`config.mk`:
```
export PLATFORM = sky130hd
export DESIGN_NAME = xif_mac_coproc
export DESIGN_NICKNAME = d
export VERILOG_FILES = /design/src/rtl/xif_mac_pkg.sv /design/src/rtl/xif_mac_mul_seq.sv /design/src/rtl/xif_mac_coproc.sv
export SDC_FILE = /design/constraint.sdc
export NUM_CORES = 1
export LEC_CHECK = 0
export ABC_AREA = 0
export CAP_MARGIN = 40
export CORE_ASPECT_RATIO = 1.2
export CORE_UTILIZATION = 45
export DETAILED_ROUTE_END_ITERATION = 7
export GPL_ROUTABILITY_DRIVEN = 0
export GPL_TIMING_DRIVEN = 0
export PLACE_DENSITY_LB_ADDON = 0.25
export SLEW_MARGIN = 30
export SYNTH_ARGS = -nofsm -noshare
export SYNTH_HDL_FRONTEND = slang
export SYNTH_SLANG_ARGS = --single-unit
```
`constraint.sdc`:
```
create_clock -name clk_i -period 9.5 [get_ports clk_i]
set_input_delay 1.9 -clock clk_i [delete_from_list [all_inputs] [get_ports clk_i]]
set_output_delay 1.9 -clock clk_i [all_outputs]
set_load 0.05 [all_outputs]
```
`src/rtl/xif_mac_pkg.sv`:
```
// Shared types and constants for the X-interface multiply-accumulate coprocessor.
package xif_mac_pkg;

  localparam logic [6:0] OPCODE_CUSTOM0 = 7'b0001011;

  typedef enum logic [2:0] {F3_MADD = 3'b000, F3_MSUB = 3'b001} funct3_e;
  typedef enum logic [1:0] {IDLE = 2'd0, EXEC = 2'd1, RESULT = 2'd2} state_e;
  typedef enum logic {OP_MADD = 1'b0, OP_MSUB = 1'b1} op_e;

  // Final accumulate step; wraps modulo 2^32.
  function automatic logic [31:0] mac_combine(op_e op, logic [31:0] acc, logic [31:0] prod);
    return (op == OP_MSUB) ? (acc - prod) : (acc + prod);
  endfunction

endpackage

```
`src/rtl/xif_mac_mul_seq.sv`:
```
// Radix-2 shift-add multiplier: one partial product per cycle, 32 cycles per operation.
module xif_mac_mul_seq (
  input  logic        clk_i,
  input  logic        rst_ni,
  input  logic        clear_i,
  input  logic        start_i,
  input  logic [31:0] a_i,
  input  logic [31:0] b_i,
  output logic        busy_o,
  output logic        done_o,
  output logic [63:0] product_o
);

  logic [63:0] acc_q;
  logic [63:0] mcand_q;
  logic [31:0] mplier_q;
  logic [4:0]  cnt_q;
  logic        busy_q;
  logic        done_q;

  // Clear wins over start; a killed instruction leaves no partial state behind.
  always_ff @(posedge clk_i) begin
    if (!rst_ni || clear_i) begin
      acc_q    <= 64'd0;
      mcand_q  <= 64'd0;
      mplier_q <= 32'd0;
      cnt_q    <= 5'd0;
      busy_q   <= 1'b0;
      done_q   <= 1'b0;
    end else if (start_i) begin
      acc_q    <= 64'd0;
      mcand_q  <= {32'd0, a_i};
      mplier_q <= b_i;
      cnt_q    <= 5'd0;
      busy_q   <= 1'b1;
      done_q   <= 1'b0;
    end else if (busy_q) begin
      if (mplier_q[0]) begin
        acc_q <= acc_q + mcand_q;
      end
      mcand_q  <= mcand_q << 1;
      mplier_q <= mplier_q >> 1;
      cnt_q    <= cnt_q + 5'd1;
      if (cnt_q == 5'd31) begin
        busy_q <= 1'b0;
        done_q <= 1'b1;
      end
    end
  end

  assign busy_o    = busy_q;
  assign done_o    = done_q;
  assign product_o = acc_q;

endmodule

```
`src/rtl/xif_mac_coproc.sv`:
```
// X-interface coprocessor executing custom-0 MADD/MSUB (rd = rs3 +/- rs1*rs2),
// one instruction in flight through issue, commit and result handshakes.
module xif_mac_coproc
  import xif_mac_pkg::*;
#(
  parameter int         XLEN       = 32,
  parameter int         X_ID_WIDTH = 4,
  parameter int         X_NUM_RS   = 3,
  parameter logic [6:0] OPCODE     = OPCODE_CUSTOM0
) (
  input  logic                     clk_i,
  input  logic                     rst_ni,
  input  logic                     issue_valid_i,
  output logic                     issue_ready_o,
  input  logic [31:0]              issue_instr_i,
  input  logic [X_ID_WIDTH-1:0]    issue_id_i,
  input  logic [X_NUM_RS*XLEN-1:0] issue_rs_i,
  input  logic [X_NUM_RS-1:0]      issue_rs_valid_i,
  output logic                     issue_accept_o,
  output logic                     issue_writeback_o,
  input  logic                     commit_valid_i,
  input  logic [X_ID_WIDTH-1:0]    commit_id_i,
  input  logic                     commit_kill_i,
  output logic                     result_valid_o,
  input  logic                     result_ready_i,
  output logic [X_ID_WIDTH-1:0]    result_id_o,
  output logic [4:0]               result_rd_o,
  output logic [XLEN-1:0]          result_data_o,
  output logic                     result_we_o
);

  state_e                state_q, state_d;
  logic [4:0]            cnt_q, cnt_d;
  logic                  committed_q, committed_d;
  op_e                   op_q;
  logic [XLEN-1:0]       rs3_q;
  logic [X_ID_WIDTH-1:0] id_q;
  logic [4:0]            rd_q;
  logic                  valid_q, valid_d;
  logic                  we_q;
  logic [XLEN-1:0]       data_q, data_d;

  logic        opcode_ok_s, is_madd_s, is_msub_s, accept_s;
  logic        issue_fire_s, commit_hit_s, kill_hit_s, commit_ok_s, res_fire_s;
  logic        mul_busy_s, mul_done_s;
  logic [63:0] product_s;
  logic        unused_s;

  assign opcode_ok_s = (issue_instr_i[6:0] == OPCODE);
  assign is_madd_s   = opcode_ok_s && (issue_instr_i[14:12] == F3_MADD);
  assign is_msub_s   = opcode_ok_s && (issue_instr_i[14:12] == F3_MSUB);
  assign accept_s    = is_madd_s || is_msub_s;

  assign issue_accept_o    = accept_s;
  assign issue_writeback_o = accept_s;
  assign issue_ready_o     = rst_ni && (state_q == IDLE) && (&issue_rs_valid_i);

  assign issue_fire_s = issue_valid_i && issue_ready_o && accept_s;
  assign commit_hit_s = commit_valid_i && (commit_id_i == id_q) && (state_q != IDLE);
  assign kill_hit_s   = commit_hit_s && commit_kill_i;
  assign commit_ok_s  = commit_hit_s && !commit_kill_i;
  assign res_fire_s   = valid_q && result_ready_i;

  xif_mac_mul_seq u_mul (
    .clk_i     (clk_i),
    .rst_ni    (rst_ni),
    .clear_i   (kill_hit_s),
    .start_i   (issue_fire_s),
    .a_i       (issue_rs_i[XLEN-1:0]),
    .b_i       (issue_rs_i[2*XLEN-1:XLEN]),
    .busy_o    (mul_busy_s),
    .done_o    (mul_done_s),
    .product_o (product_s)
  );

  assign unused_s = ^{issue_instr_i[31:15], product_s[63:32], mul_busy_s, mul_done_s};

  // Next-state, commit tracking and result staging.
  always_comb begin
    state_d     = state_q;
    cnt_d       = cnt_q;
    committed_d = committed_q;
    valid_d     = 1'b0;
    data_d      = data_q;
    case (state_q)
      IDLE: begin
        if (issue_fire_s) begin
          state_d     = EXEC;
          cnt_d       = 5'd0;
          committed_d = 1'b0;
        end else begin
          state_d = IDLE;
        end
      end
      EXEC: begin
        if (kill_hit_s) begin
          state_d = IDLE;
        end else begin
          cnt_d = cnt_q + 5'd1;
          if (commit_ok_s) begin
            committed_d = 1'b1;
          end else begin
            committed_d = committed_q;
          end
          if (cnt_q == 5'd31) begin
            state_d = RESULT;
          end else begin
            state_d = EXEC;
          end
        end
      end
      RESULT: begin
        if (kill_hit_s) begin
          state_d = IDLE;
        end else if (res_fire_s) begin
          state_d = IDLE;
        end else begin
          // Data freezes once valid is up so the core sees a stable payload.
          if (!valid_q) begin
            data_d = mac_combine(op_q, rs3_q, product_s[XLEN-1:0]);
          end else begin
            data_d = data_q;
          end
          committed_d = committed_q || commit_ok_s;
          valid_d     = committed_q || commit_ok_s;
        end
      end
      default: begin
        state_d = IDLE;
      end
    endcase
  end

  // State, captured operands and registered result outputs.
  always_ff @(posedge clk_i) begin
    if (!rst_ni) begin
      state_q     <= IDLE;
      cnt_q       <= 5'd0;
      committed_q <= 1'b0;
      op_q        <= OP_MADD;
      rs3_q       <= {XLEN{1'b0}};
      id_q        <= {X_ID_WIDTH{1'b0}};
      rd_q        <= 5'd0;
      valid_q     <= 1'b0;
      we_q        <= 1'b0;
      data_q      <= {XLEN{1'b0}};
    end else begin
      state_q     <= state_d;
      cnt_q       <= cnt_d;
      committed_q <= committed_d;
      valid_q     <= valid_d;
      we_q        <= valid_d;
      data_q      <= data_d;
      if (issue_fire_s) begin
        op_q  <= is_msub_s ? OP_MSUB : OP_MADD;
        rs3_q <= issue_rs_i[3*XLEN-1:2*XLEN];
        id_q  <= issue_id_i;
        rd_q  <= issue_instr_i[11:7];
      end
    end
  end

  assign result_valid_o = valid_q;
  assign result_we_o    = we_q;
  assign result_id_o    = id_q;
  assign result_rd_o    = rd_q;
  assign result_data_o  = data_q;

endmodule

```
==> flow_summary.json, run 1 <==
{
  "outcome": "finished clean",
  "final.fill_count": 2249,
  "placed_cell_area_um2": 13300,
  "final_nets": 1798,
  "io_buffers": 172,
  "avgRoutedWirePerCell_um": 15.6,
  "synth_cell_types": 76,
  "power.leakage_nw": 5.22,
  "synth_top_area_share_pct": 33.2,
  "rr_worst_depth": 18,
  "cts_tree": "yes",
  "cp_data_required_time_ns": 7.60,
  "ys.warnings.count": 0,
  "critPathArrivalTime_ns": 3.74,
  "cpMostUsedCell": "clkdlybuf4s50_1",
  "cts_setup_buffers": 0,
  "fin_area_um2": 13900,
  "finalCritPeriodShare_pct": 59.3,
  "viasPerCell": 5.45,
  "reg2reg_setup_slack_ns": 5.37,
  "hold_slack_ns": 0.450,
  "ctsHoldBuffers": 0,
  "crit_type": "input port to output pin",
  "drt_pass1_iterations": 6,
  "fmax_mhz": 177,
  "first_iter_violations": 547,
  "min_delay_path_depth": 2,
  "hold-path-endpoint": "result_data_o[11]",
  "synth_ff_type": "dfxtp_1",
  "timing.final.hold_violations": 0,
  "async_flop_share_pct": 0,
  "insertedDiodeCount": 0,
  "drt_wl_total_um": 29800,
  "grt_pass1_vias": 10200,
  "clockRootBuffer": "clkbuf_16",
  "grt_max_degree": 20,
  "syn_to_final_growth_pct": 24.4,
  "worst_pin_slew_ns": 0.847,
  "layout_setup_ws_ns": 3.86,
  "synth_nets": 1607,
  "path_buf_inv": 3,
  "core_area_um2": 24100,
  "cts_made_buffers": 17,
  "vias": 10400,
  "dieArea_um2": 25500,
  "clockBufferDepth": 2,
  "gr-total-overflow": 0,
  "cp_top_family": "buffers and inverters",
  "antenna_left": 0,
  "layout_common_cells": "nand2_1 (203), dfxtp_1 (185), clkdlybuf4s50_1 (172)",
  "rows": 62,
  "r2r_end": "result_data_o[29]",
  "crit_path_end_kind": "output pin",
  "maxSlewHeadroom_pct": 43.5,
  "syn_inst": 1389,
  "rsz0062_at_grt": "no",
  "io_pins": 191,
  "clock_latency_ns": 0.45,
  "worstHoldStart": "result_data_o[11]",
  "finalSetupViolCount": 0,
  "remaining_drc_errors": 0,
  "ir_drop_uv": 116,
  "path_clk_slew_ns": 0.07,
  "die_w_um": 146,
  "drv_cap": 0,
  "start_kind": "input port",
  "ys_top_cells_by_area": "dfxtp_1 (33%), ha_1 (8.0%), a21oi_1 (7.1%), nand2_1 (6.8%), mux2i_1 (6.1%)",
  "slew_violations": 0,
  "cts.sinks": 185,
  "cp_max_fo": 4,
  "mostFrequentLayoutCell": "nand2_1",
  "timing.clock.skew_ns": 0.0152,
  "cts_max_level": 4,
  "fin_crit_ns": 5.64,
  "grt_usage_pct": 23.7,
  "placed_cells": 1881,
  "hpwl_um": 23600,
  "totalNegativeSetupSlack_ns": 0,
  "max_stage_delay_ns": 0.78,
  "cts.repair.resized": 0,
  "ys_ff_latch": 185,
  "seq_area_frac_synth_pct": 33.2,
  "drive_above_1_share_pct": 4.02,
  "utilization_pct": 57.6,
  "synth_top_area_cell": "dfxtp_1",
  "powerDensity_nw_per_um2": 114,
  "crit-reg2reg-launch": "u_mul.product_o[2]",
  "synth_area_um2": 11200,
  "die_y_um": 175,
  "power.total_mw": 1.58,
  "synth_edf_count": 0,
  "slowest_stage": "clkdlybuf4s50_1",
  "antenna_found_initial": 0,
  "hp-class": "flip-flop to flip-flop",
  "place_ws_ns": 3.87,
  "initial_core_util_pct": 46.3,
  "fin_cells": 1913,
  "grt_pass1_wl_um": 48900,
  "crit_chain": "clkdlybuf4s50_1, nor4b_1, and3_1, buf_4, clkdlybuf4s50_1",
  "postSynthAreaPerCell_um2": 8.04
}
## report_power, final
group | total, mW | switching, mW | internal, mW
combinational | 0.0762 | 0.0266 | 0.0496
sequential | 0.775 | 0.0000268 | 0.775
clock | 0.732 | 0.354 | 0.378
## how the worst max path moves through the flow
stage                     cells after the start        startpoint           endpoint
final                                         5  issue_instr_i[5]  issue_writeback_o
after global routing                          5  issue_instr_i[5]  issue_writeback_o
after CTS                                     5  issue_instr_i[5]  issue_writeback_o
after detailed placement                      5  issue_instr_i[5]  issue_writeback_o
after global placement                        5  issue_instr_i[4]  issue_writeback_o
after floorplan                               3  issue_instr_i[5]  issue_writeback_o
## registers in the layout, summed over array words and instances, names as in the netlist
name             count
result_we_o          1
committed_q          1
result_rd_o          5
u_mul.mcand_q       32
cnt_q                5
u_mul.product_o     32
result_data_o       32
result_id_o          4
u_mul.busy_o         1
state_q              2
rs3_q               32
u_mul.cnt_q          5
op_q                 1
u_mul.mplier_q      32
## cell families (layout without fill, tap and decap cells)
group / after synthesis / count (layout) / synth area share, %
flops: 185 / 185 / 33.2
mux: 68 / 68 / 6.09
buf+inv: 102 / 306 / 3.95
compound gates: 385 / 385 / 22.4
fa+ha+maj: 73 / 73 / 8.31
xor+xnor: 86 / 86 / 6.74
simple gates: 490 / 490 / 19.4
## metal layers
layer  up-vias  track usage [%]  share of wire [%]  wire [um]
met5         -                0                  0          0
met4         0             11.5                4.0       1200
met3        70             3.34                3.8       1140
met2       282             41.3                 48      14200
met1      4726             28.7                 45      13300
li1       5340                -                  -          -
## Yosys cell counts (all sizes together) (2+ instances only)
library cell and instances:
nand2 205, dfxtp 185, a21oi 161, nor2 150, a211oi 79, ha 71, mux2i 68, xnor2 68
clkbuf 60, o21ai 40, nand3 34, a21o 28, nor3 22, buf 21, inv 21, xor2 18
or3 13, nor2b 12, a31oi 10, and3 10, nand4 9, o21a 9, o22ai 8, nand2b 7
nor3b 7, o21bai 7, o211ai 6, and2 5, nor4 5, a211o 4, o2111ai 4, o31ai 4
a22oi 3, o41ai 3, a22o 2, a311o 2, a41oi 2, and3b 2, fa 2, nor4b 2
or2 2, or4 2
## layout make-up
class                   count  area [um2]  area share, %
multi-input cells        1102        7030           50.6
flip-flops and latches    185        3700           26.7
repair buffers            172        1720           12.4
clock buffers              17         425           3.06
well taps                 320         400           2.88
plain buffers              81         363           2.61
clock inverters            15         174           1.25
inverters                  21        78.8          0.567
## worst register-to-register path, cell delays in order, from the launching register on
cell	delay [ns]
dfxtp_1	0.39
nor4_2	0.45
nand2_1	0.10
nor2_1	0.27
nand2_1	0.08
nor2_1	0.12
nand3_1	0.11
nor2_1	0.34
a21oi_1	0.14
xnor2_1	0.15
ha_1	0.38
a21oi_1	0.22
o21ai_1	0.12
a21o_1	0.19
a21o_1	0.19
a31oi_2	0.20
o22ai_2	0.13
mux2i_1	0.13
a311o_1	0.31
(Power assumes the default switching activity.)
==> run 2: changes to the inputs <==
==> constraint.sdc (replaced) <==
create_clock -name clk_i -period 4.8 [get_ports clk_i]
set_input_delay 0.96 -clock clk_i [delete_from_list [all_inputs] [get_ports clk_i]]
set_output_delay 0.96 -clock clk_i [all_outputs]
set_load 0.05 [all_outputs]
==> results of run 2 <==
The final DEF is identical to that of run 1. Status: finished clean.
Main changes from that run: setup slack after placement 3.87 ns -> 0.719 ns; setup slack after layout 3.86 ns -> 0.671 ns; start point of the critical path issue_instr_i[5] -> u_mul.product_o[2]; end point of the critical path issue_writeback_o -> result_data_o[29]; register-to-register setup slack 5.37 ns -> 0.67 ns; total power 1.58 mW -> 3.13 mW; worst IR drop on VDD 116 uV -> 230 uV
